==> src/rtl/key_schedule_ctrl.sv <==
// Iterative AES key-schedule controller: drives one shared expansion step per cycle
// and keeps every round key in a buffer behind a registered read port.
module key_schedule_ctrl #(
  parameter int KEY_W  = 256,
  parameter int RK_W   = 128,
  parameter int MAX_RK = 15
) (
  input  logic             clk,
  input  logic             reset,
  input  logic             start,
  input  logic [KEY_W-1:0] key,
  input  logic [1:0]       alg,
  output logic             busy,
  output logic             done,
  output logic             keys_valid,
  output logic             err,
  output logic [KEY_W-1:0] exp_key_in,
  output logic [3:0]       exp_round,
  output logic [1:0]       exp_alg,
  input  logic [KEY_W-1:0] exp_key_out,
  input  logic [3:0]       rd_idx,
  output logic [RK_W-1:0]  rd_key,
  output logic             rd_err
);

  typedef enum logic {IDLE, EXPAND} state_t;

  state_t           state;
  logic [3:0]       step;
  logic [KEY_W-1:0] cur;
  logic [1:0]       alg_q;
  logic [3:0]       nr;
  logic             accept;
  logic [RK_W-1:0]  rk [MAX_RK];

  // Number of rounds follows the latched algorithm only.
  always_comb begin
    nr = 4'd10;
    case (alg_q)
      2'b00:   nr = 4'd10;
      2'b01:   nr = 4'd12;
      2'b10:   nr = 4'd14;
      default: nr = 4'd10;
    endcase
  end

  // Request handshake: start is a level sampled at each edge; it is taken only in
  // IDLE with a legal alg, is dropped silently while busy, and never queues.
  assign accept = (state == IDLE) && start && (alg != 2'b11);

  assign exp_key_in = (state == EXPAND) ? cur : '0;
  assign exp_round  = (state == EXPAND) ? step : 4'd0;
  assign exp_alg    = alg_q;

  always_ff @(posedge clk) begin
    if (reset) begin
      state      <= IDLE;
      step       <= 4'd0;
      cur        <= '0;
      alg_q      <= 2'b00;
      busy       <= 1'b0;
      done       <= 1'b0;
      keys_valid <= 1'b0;
      err        <= 1'b0;
    end else begin
      done <= 1'b0;
      err  <= 1'b0;
      case (state)
        IDLE: begin
          if (start) begin
            if (alg == 2'b11) begin
              err <= 1'b1;
            end else begin
              cur        <= key;
              alg_q      <= alg;
              step       <= 4'd1;
              keys_valid <= 1'b0;
              busy       <= 1'b1;
              state      <= EXPAND;
            end
          end
        end
        EXPAND: begin
          cur <= exp_key_out;
          if (step == nr) begin
            busy       <= 1'b0;
            done       <= 1'b1;
            keys_valid <= 1'b1;
            step       <= 4'd0;
            state      <= IDLE;
          end else begin
            step <= step + 4'd1;
          end
        end
        default: state <= IDLE;
      endcase
    end
  end

  // Buffer is never cleared; keys_valid gates every read instead.
  always_ff @(posedge clk) begin
    if (!reset) begin
      if (accept) begin
        rk[0] <= key[KEY_W-1 -: RK_W];
      end else if (state == EXPAND) begin
        rk[step] <= exp_key_out[KEY_W-1 -: RK_W];
      end
    end
  end

  always_ff @(posedge clk) begin
    if (reset) begin
      rd_key <= '0;
      rd_err <= 1'b0;
    end else if (keys_valid && (rd_idx <= nr)) begin
      rd_key <= rk[rd_idx];
      rd_err <= 1'b0;
    end else begin
      rd_key <= '0;
      rd_err <= 1'b1;
    end
  end

endmodule

==> config.mk <==
export PLATFORM = sky130hd
export DESIGN_NAME = key_schedule_ctrl
export DESIGN_NICKNAME = d
export VERILOG_FILES = /design/src/rtl/key_schedule_ctrl.sv
export SDC_FILE = /design/constraint.sdc
export NUM_CORES = 2
export LEC_CHECK = 0
export ABC_AREA = 1
export BUFFER_PORTS_ARGS = -buffer_cell sky130_fd_sc_hd__buf_4
export CAP_MARGIN = 20
export CORE_AREA = 2 2 492 494
export DETAILED_ROUTE_END_ITERATION = 16
export DIE_AREA = 0 0 494 496
export HOLD_SLACK_MARGIN = 0.1
export PLACE_DENSITY = 0.53
export SLEW_MARGIN = 10
export SYNTH_ARGS = -nofsm -noshare
export SYNTH_HDL_FRONTEND = slang
export SYNTH_SLANG_ARGS = --single-unit
export TNS_END_PERCENT = 100
==> constraint.sdc <==
create_clock -name clk -period 15.58 [get_ports clk]
set_input_delay 0.779 -clock clk [delete_from_list [all_inputs] [get_ports clk]]
set_output_delay 0.779 -clock clk [all_outputs]
set_load 0.01 [all_outputs]
==> results.toml <==
[floorplan]
num_io_pins = 916
die_h_um = 496
die_w_um = 494
rows = 180
core_area_um2 = 240000
dieArea_um2 = 245000
start_util = 0.399

[pwr]
leakage_nw = 47.3
power_density_nw_per_um2 = 124
ir_drop_mv = 0.0826
power.total_w = 0.0143

[yosys]
ys_types = 31
syn_area_per_cell_um2 = 10.1
ys_seq_area_frac = 0.686
ys_ff_latch = 2316
yosysWarningCount = 0
syn_area_um2 = 95500
syn_inst = 9462
syn_nets = 9987

[route]
route.detailed.drc = 0
firstDrtPassIters = 8
drt_iter0_drc = 6256
drt-vias-per-instance = 5.14
top_layer = "met5"
routedWlPerCell_um = 23.2
wl_met3_um = 18600
routed_wl_um = 320000
wl_met2_um = 159000
ant_nets = 0
m1WireLength_um = 131000
vias = 70900

[place]
place_area_um2 = 106000
io_buffers = 915
place_congestion = 0.916
hpwl_um = 180000

[timing]
setup_viol = 0
clock_skew_ns = 0.0412
slew_headroom = 0.208
final.period_utilization = 0.328
fmax_mhz = 196
maxSlewViolCount = 0
fin_crit_ns = 5.11
hold_viol = 0
timing.setup.tns_ns = 0
worst-slew-pin-transition_ns = 1.19
grt_setup_unrepaired = "no"

[finish]
post-route-cell-area_um2 = 115000
multiInputGateArea_um2 = 24900
synthToLayoutAreaGrowth_pct = 20.8
fill_cells = 22300
drive_above_1_share = 0.144
regArea_um2 = 65600
finalNetCount = 10900

[grt]
grtUsageTotal = 0.254
grt_pass1_vias = 68200
grt_pass1_wl_um = 461000
grt_start_max_net_pins = 188
antenna_found_initial = 23
grt_overflow = 0

[clock_tree]
cts-root-buf = "clkbuf_16"
cts_made_buffers = 274
cts_setup_buffers = 0
clkSlewWorstSetupHoldPaths_ns = 0.06
clockBufferDepth = 4
clock_sinks = 2316
clk_latency_ns = 0.91
cts_tree = "yes"
htreeDepth = 5

[flow_run]
cap_violations = 0

[worst_setup_path]
slowest_delay_ns = 1.06
crit_path_frequent_cell = "buf_4"
critical_path_class = "reg2out"
crit_chain = "buf_4, buf_12, nand2_1, inv_1, buf_4"
arrival_ns = 4.33
crit_fanout = 165
cp-end-kind = "primary output"
cp-start-kind = "register"
crit_slowest_cell = "dfxtp_4"
cp.required_ns = 14.80

[run_status]
status = "completed"

[min_path]
hold_class = "in2reg"
[per-stage QoR]
step           hold slack [ns]   util  std cells  setup WS, ns
6_report                 0.157  0.482      13800         10.47
5_1_grt                  0.122  0.482      13800         10.31
4_1_cts                  0.100  0.481      13800         10.45
3_5_place_dp             0.469  0.441      13200         10.39
3_3_place_gp             0.465  0.441      13200         10.35
2_1_floorplan            0.453      -       9462          1.11
[cells by family after synthesis]
kind of cell	synth area share
adder cells (fa/ha/maj)	0.000524
XOR/XNOR	0.0000917
AND/OR/NAND/NOR	0.189
flip-flops	0.686
AO/OA/AOI/OAI	0.0690
buffers and inverters	0.0549
[registers in the layout, indices dropped and copies added (netlist names)]
name / count
exp_alg: 2
rk: 1920
cur: 256
rd_key: 128
rd_err: 1
state: 1
step: 4
keys_valid: 1
busy: 1
err: 1
done: 1
[layer usage]
metal	vias up	GRT usage
met5	-	0
met4	6	0.0913
met3	526	0.0387
met2	2354	0.434
met1	34800	0.326
li1	33200	-
[power breakdown]
part / switching [W] / internal (W)
sequential: 0.0000695 / 0.00687
combinational: 0.000809 / 0.000390
clock: 0.00249 / 0.00371
[synthesized netlist by cell type]
| cell type | number | share of area |
|---|---|---|
| inv_1 | 686 | 0.027 |
| edfxtp_1 | 1920 | 0.60 |
| a21oi_1 | 163 | 0.0085 |
| or2_2 | 9 | 0.00059 |
| clkbuf_1 | 236 | 0.0093 |
| buf_4 | 23 | 0.0018 |
| inv_2 | 5 | 0.00020 |
| buf_1 | 59 | 0.0023 |
| nor2_8 | 1 | 0.00021 |
| buf_6 | 7 | 0.00083 |
| a31oi_1 | 171 | 0.011 |
| nand2_2 | 2 | 0.00013 |
| o21ai_0 | 729 | 0.038 |
| buf_2 | 240 | 0.013 |
| o221ai_1 | 9 | 0.00083 |
| clkinv_1 | 2 | 0.000079 |
| nor2_4 | 1 | 0.00012 |
| nand2_1 | 2945 | 0.12 |
| nor3_1 | 1 | 0.000052 |
| nor4_1 | 1 | 0.000066 |
| ha_1 | 4 | 0.00052 |
| o21bai_1 | 1 | 0.000079 |
| o21ai_1 | 40 | 0.0021 |
| nor2_1 | 1255 | 0.049 |
| clkbuf_2 | 17 | 0.00089 |
| nor2_2 | 1 | 0.000066 |
| o211ai_1 | 103 | 0.0081 |
| nor3b_1 | 1 | 0.000079 |
| dfxtp_1 | 396 | 0.083 |
| nand3_1 | 433 | 0.023 |
| xor2_1 | 1 | 0.000092 |
[critical path: cells and delay by family, from the launching register on]
family | cells | cell delay (ns)
and+or+nand+nor | 1 | 0.36
buffers and inverters | 4 | 1.68
DFF | 1 | 1.06
[what timing repair did]
item	in CTS	in global routing
hold endpoints to repair	115	0
resized for setup	0	0
hold buffers	118	0
[area by class of cell]
cell class              count  area share
flip-flops and latches   2316       0.568
inverters                 693      0.0230
multi-input cells        5871       0.215
repair buffers           1225      0.0844
well taps                3185      0.0345
clock inverters           103     0.00881
clock buffers             372      0.0654
diodes                     16    0.000347
[worst paths after layout]
check,end,slack (ns),from,cells past startpoint
hold / removal,cur[159],0.16,key[159],3
setup reg to reg,cur[19],10.52,state,8
setup / recovery,exp_key_in[7],10.47,state,5
hold reg to reg,busy,0.48,busy,2
[cell usage in the layout (no fill, tap or decap), drive strengths merged]
master / synthesis / final
nor3b: 1 / 1
bufinv: 0 / 20
diode: 0 / 16
nor2: 1258 / 1258
xor2: 1 / 1
inv: 691 / 697
or2: 9 / 9
o211ai: 103 / 103
nor4: 1 / 1
nand2: 2947 / 2947
a31oi: 171 / 171
clkbuf: 253 / 372
clkinv: 2 / 74
edfxtp: 1920 / 1920
clkinvlp: 0 / 5
buf: 329 / 1107
nor3: 1 / 1
o21ai: 769 / 769
o21bai: 1 / 1
o221ai: 9 / 9
nand3: 433 / 433
dlygate4sd3: 0 / 118
ha: 4 / 4
dfxtp: 396 / 396
a21oi: 163 / 163
Note: power is estimated with default switching activity, not from simulation.
